### src/rtl/c880_result_buffer_if.sv
// Upstream/downstream valid-ready handshake bundle for the c880 result buffer.
interface c880_result_buffer_if #(
  parameter int unsigned WIDTH = 26
);
  logic             in_valid;
  logic             in_ready;
  logic [WIDTH-1:0] in_data;
  logic             out_valid;
  logic             out_ready;
  logic [WIDTH-1:0] out_data;

  modport master (
    output in_valid, in_data, out_ready,
    input  in_ready, out_valid, out_data
  );

  modport slave (
    input  in_valid, in_data, out_ready,
    output in_ready, out_valid, out_data
  );
endinterface

### src/rtl/c880_result_buffer.sv
// Show-ahead FIFO for c880 output vectors with a running MISR signature of
// every accepted word and a sticky overflow flag.
module c880_result_buffer #(
  parameter int unsigned     WIDTH = 26,
  parameter int unsigned     DEPTH = 4,
  parameter logic [WIDTH-1:0] POLY = 26'h0000047,
  localparam int unsigned    PW    = $clog2(DEPTH),
  localparam int unsigned    CW    = $clog2(DEPTH) + 1
) (
  input  logic                  clk,
  input  logic                  rst,
  c880_result_buffer_if.slave   bus,
  output logic [CW-1:0]         count,
  input  logic                  sig_clear,
  output logic [WIDTH-1:0]      sig,
  output logic                  ovf
);

  logic [WIDTH-1:0] mem_q [DEPTH];
  logic [PW-1:0]    wptr_q, wptr_d;
  logic [PW-1:0]    rptr_q, rptr_d;
  logic [CW-1:0]    count_q, count_d;
  logic [WIDTH-1:0] sig_q, sig_d;
  logic [WIDTH-1:0] sig_base;
  logic             ovf_q, ovf_d;
  logic             rdy_en_q;
  logic             full, empty, push, pop;

  assign full  = (count_q == CW'(DEPTH));
  assign empty = (count_q == '0);

  // rdy_en_q keeps in_ready low through reset and releases it one edge later.
  assign bus.in_ready  = rdy_en_q && !full;
  assign bus.out_valid = !empty;
  assign bus.out_data  = empty ? '0 : mem_q[rptr_q];

  assign push = bus.in_valid  && bus.in_ready;
  assign pop  = bus.out_valid && bus.out_ready;

  assign count = count_q;
  assign sig   = sig_q;
  assign ovf   = ovf_q;

  always_comb begin
    wptr_d   = wptr_q;
    rptr_d   = rptr_q;
    count_d  = count_q;
    sig_d    = sig_q;
    ovf_d    = ovf_q;
    sig_base = sig_clear ? '0 : sig_q;

    if (push) wptr_d = wptr_q + PW'(1);
    if (pop)  rptr_d = rptr_q + PW'(1);

    case ({push, pop})
      2'b10:   count_d = count_q + CW'(1);
      2'b01:   count_d = count_q - CW'(1);
      default: count_d = count_q;
    endcase

    // A clear coinciding with a push folds the word into a zero signature.
    if (push) begin
      sig_d = {sig_base[WIDTH-2:0], 1'b0}
            ^ (sig_base[WIDTH-1] ? POLY : '0)
            ^ bus.in_data;
    end else if (sig_clear) begin
      sig_d = '0;
    end

    if (bus.in_valid && full) ovf_d = 1'b1;
  end

  always_ff @(posedge clk or posedge rst) begin
    if (rst) begin
      wptr_q   <= '0;
      rptr_q   <= '0;
      count_q  <= '0;
      sig_q    <= '0;
      ovf_q    <= 1'b0;
      rdy_en_q <= 1'b0;
    end else begin
      wptr_q   <= wptr_d;
      rptr_q   <= rptr_d;
      count_q  <= count_d;
      sig_q    <= sig_d;
      ovf_q    <= ovf_d;
      rdy_en_q <= 1'b1;
    end
  end

  always_ff @(posedge clk) begin
    if (push) mem_q[wptr_q] <= bus.in_data;
  end

endmodule

### src/flat_wrapper.sv
// flat-port wrapper written by rule: the top's interface ports become plain ports
module c880_result_buffer_flat 
#(
  parameter int unsigned     WIDTH = 26,
  parameter int unsigned     DEPTH = 4,
  parameter logic [WIDTH-1:0] POLY = 26'h0000047,
  localparam int unsigned    PW    = $clog2(DEPTH),
  localparam int unsigned    CW    = $clog2(DEPTH) + 1
)
  (clk, rst, count, sig_clear, sig, ovf, bus_in_valid, bus_in_data, bus_out_ready, bus_in_ready, bus_out_valid, bus_out_data);
  c880_result_buffer_if #(.WIDTH(WIDTH)) bus_i ();
  input  logic clk;
  input  logic rst;
  output logic [CW-1:0] count;
  input  logic sig_clear;
  output logic [WIDTH-1:0] sig;
  output logic ovf;
  input wire logic [$bits(bus_i.in_valid)-1:0] bus_in_valid;
  input wire logic [$bits(bus_i.in_data)-1:0] bus_in_data;
  input wire logic [$bits(bus_i.out_ready)-1:0] bus_out_ready;
  output wire logic [$bits(bus_i.in_ready)-1:0] bus_in_ready;
  output wire logic [$bits(bus_i.out_valid)-1:0] bus_out_valid;
  output wire logic [$bits(bus_i.out_data)-1:0] bus_out_data;
  assign bus_i.in_valid = bus_in_valid;
  assign bus_i.in_data = bus_in_data;
  assign bus_i.out_ready = bus_out_ready;
  assign bus_in_ready = bus_i.in_ready;
  assign bus_out_valid = bus_i.out_valid;
  assign bus_out_data = bus_i.out_data;
  c880_result_buffer #(.WIDTH(WIDTH), .DEPTH(DEPTH), .POLY(POLY)) u_core (.clk(clk), .rst(rst), .bus(bus_i), .count(count), .sig_clear(sig_clear), .sig(sig), .ovf(ovf));
endmodule
### config.mk
export PLATFORM = sky130hd
export DESIGN_NAME = c880_result_buffer_flat
export DESIGN_NICKNAME = d
export VERILOG_FILES = /design/src/rtl/c880_result_buffer_if.sv /design/src/rtl/c880_result_buffer.sv /design/src/flat_wrapper.sv
export SDC_FILE = /design/constraint.sdc
export NUM_CORES = 1
export LEC_CHECK = 0
export CAP_MARGIN = 20
export CORE_ASPECT_RATIO = 0.75
export CORE_UTILIZATION = 54
export DETAILED_ROUTE_END_ITERATION = 8
export HOLD_SLACK_MARGIN = 0.12
export PLACE_DENSITY = 0.79
export SLEW_MARGIN = 20
export SYNTH_ARGS = -nofsm -noshare
export SYNTH_HDL_FRONTEND = slang
export SYNTH_SLANG_ARGS = --single-unit
### constraint.sdc
create_clock -name clk -period 2.6 [get_ports clk]
set_clock_uncertainty 0.2 [all_clocks]
set_input_delay 0.52 -clock clk [delete_from_list [all_inputs] [get_ports clk]]
set_output_delay 0.52 -clock clk [all_outputs]
set_load 0.05 [all_outputs]
==> impl_metrics.tcl <==
set metrics [dict create \
    status "complete, no violations" \
    cp-end-kind "output port" \
    worstRegToRegCells 9 \
    synthCells 365 \
    diodes 0 \
    setup-tns-final_ns 0 \
    port_buffers 88 \
    worstPathRequired_ns 1.88 \
    timing.final.ws_setup_ns 0.0113 \
    syn-num-nets 402 \
    drive_gt1_frac 0.295 \
    critPathLaunch "u_core.rptr_q[0]" \
    setup_viol 0 \
    reg2reg_to "u_core.count[2]" \
    hold_depth 1 \
    synth_seq_area_share 0.662 \
    coreArea_um2 10900 \
    rsz0062_at_grt "true" \
    relSlewSlack 0.632 \
    die-width_um 124 \
    finalCritPeriodShare 0.996 \
    start_kind "register" \
    ioPinCount 89 \
    rrSetupSlack_ns 0.29 \
    cts_root_buffer "clkbuf_16" \
    async_reset_ff_frac 0.252 \
    start_util 0.554 \
    final_util 0.725 \
    synthDistinctLibCells 40 \
    sw_frac_of_total 0.375 \
    clk_pin_slew_ns 0.06 \
    synth.top_cell.area_share 0.517 \
    gp_congestion 0.824 \
    power_density_nw_per_um2 1260 \
    stdcell_count 624 \
    clock_latency_ns 0.42 \
    fmax_ghz 0.386 \
    grt_overflow 0 \
    peakVddDrop_mv 0.711 \
    synth_seq_cells 139 \
    cp_max_fo 15 \
    synthTopCellsByArea "edfxtp_1 52%, dfrtp_1 14%, mux4_2 9.7%" \
    numCtsBuffers 17 \
    power_frac_seq 0.294 \
    grt_max_degree 36 \
    die_area_um2 11600 \
    synth_edf_count 104 \
    ys.flop_type "edfxtp_1" \
    grtUsageTotal 0.256 \
    antenna_found_initial 0 \
    final_antenna_net_count 0 \
    clockBufferDepth 2 \
    synth-compound-area-share 0.0719 \
    period_needed_ns 2.59 \
    ys.warnings.count 0 \
    yosys.area.top_type "edfxtp_1" \
    criticalPathCategory "reg -> out" \
    worstMarginPinSlew_ns 0.550 \
    power_frac_comb 0.450 \
    p_clk_frac 0.255 \
    finish.instance_area_um2 7900 \
    cp.arrival_ns 1.87 \
    placed_cell_area_um2 7110 \
    cts_tree "built" \
    synth.area.mux_share 0.100 \
    maxCapViolCount 0 \
    hold_buffers 0 \
    place_ws_ns -0.0302 \
    vias 3842 \
    cp-endpoint "bus_out_data[3]" \
    fp.dieH_um 93.6 \
    synth_xor_xnor_area_share 0.0130 \
    syn_area_um2 6040 \
    internal-power_mw 6.24 \
    viasPerCell 6.16 \
    drv_slew 0 \
    hpwl_mm 8.65 \
    core.rowCount 33 \
    dr.pass1.iters 5 \
    drt_iter0_markers 359 \
    numClockSinks 139 \
    placed_cells 592 \
    drc 0 \
    synthAdderAreaFrac 0.0137 \
    grt_pass1_wl_mm 21.0 \
    p_switching_mw 3.74 \
    r2r-start "u_core.count[1]" \
    yosysMostFrequentCell "edfxtp_1" \
    syn_avg_cell_area_um2 16.6 \
    worstHoldPathType "reg -> reg" \
    synth_top_family_by_area "simple AND/OR/NAND/NOR gates" \
    grt_pass1_vias 3796 \
    yosys.area_share.simple 0.102 \
    area_growth_syn_to_layout_pct 30.7 \
    hold_violations 0 \
    p_leak_nw 2.89 \
    routedWlPerCell_um 22.0 \
    fin_nets 508 \
    cts-htree-levels 4 \
    ys_top_cells_by_count "104 x edfxtp_1, 35 x dfrtp_1, 28 x and2_1, 26 x mux4_2" \
    wirelength_mm 13.7 \
]
==> power groups by stage <==
stage	logic [mW]	clock network [mW]	registers (mW)
final	4.49	2.55	2.94
after detailed placement	4.02	0	2.96
after global routing	4.71	2.66	2.96
after CTS	4.28	2.56	2.94
after floorplan	2.55	0	3.22
after global placement	3.96	0	2.95
==> area by class of cell <==
cell class	instances	area, um2
Sequential cell	139	4000
Fill cell	665	3000
Multi-Input combinational cell	191	1890
Timing Repair Buffer	113	1170
Clock buffer	18	429
Clock inverter	14	194
Tap cell	140	175
Inverter	9	36.3
==> routing by layer <==
layer / global-route usage / up-vias / part of all wire
li1: - / 1652 / -
met1: 0.371 / 1949 / 0.43
met2: 0.385 / 219 / 0.48
met3: 0.0579 / 22 / 0.080
met4: 0.0843 / 0 / 0.011
met5: 0 / - / 0
==> worst max-delay path, stage by stage (launching register included) <==
cell	delay [ns]
dfrtp_2	0.41
buf_12	0.19
mux4_2	0.52
and2_4	0.18
buf_6	0.15
==> logic make-up (layout without fill, tap and decap cells) <==
family | count (synthesis) | in the layout
buffers and inverters | 35 | 154
muxes | 28 | 28
other | 1 | 1
and+or+nand+nor | 94 | 94
AOI/OAI and AO/OA | 53 | 53
adders and majority gates | 6 | 6
DFF | 139 | 139
xor gates and xnor gates | 9 | 9
==> registers in the layout, summed over array words and instances, names as in the netlist <==
signal,flops
u_core.count,3
u_core.mem_q,104
u_core.ovf,1
u_core.rdy_en_q,1
u_core.rptr_q,2
u_core.sig,26
u_core.wptr_q,2
==> placed cells by master, fill, tap and decap left out, types with 2 or more instances in the layout <==
cell type        instances
edfxtp_1               104
o211ai_1                 2
o21ai_0                  3
or4b_1                   3
and3_1                   4
clkdlybuf4s50_1         60
nand2b_1                22
clkbuf_16               17
xnor2_1                  6
nor2b_1                  3
nand4_1                 22
a21o_1                  20
buf_4                   20
inv_1                    8
buf_6                   27
clkinvlp_4               3
ha_1                     5
clkinv_2                 2
dfrtp_1                 31
dfrtp_2                  4
nor2_1                   4
bufinv_16                4
clkinv_4                 2
o311ai_1                22
mux4_2                  26
buf_12                   6
o2111ai_1                3
and2_4                  24
xor2_1                   3
and2_1                   5
==> per-stage QoR <==
stage / hold slack [ns] / total power, mW
after floorplan: 0.312 / 5.77
after global placement: 0.248 / 6.91
after detailed placement: 0.251 / 6.98
after CTS: 0.275 / 9.78
after global routing: 0.293 / 10.3
final: 0.281 / 9.98
==> worst min path at each step <==
stage / slack, ns / endpoint / from
after global routing: 0.29 / u_core.ovf / u_core.ovf
after floorplan: 0.31 / u_core.wptr_q[1] / u_core.wptr_q[1]
after detailed placement: 0.25 / u_core.ovf / u_core.ovf
after CTS: 0.28 / u_core.ovf / u_core.ovf
final: 0.28 / u_core.ovf / u_core.ovf
after global placement: 0.25 / u_core.ovf / u_core.ovf
==> what timing repair did <==
| item | 4_1_cts | 5_1_grt |
|---|---|---|
| cloned | 0 | 0 |
| endpoints found under the setup margin | 25 | 26 |
| setup buffers | 0 | 0 |
| resized for setup | 28 | 25 |
(Power assumes the default switching activity.)
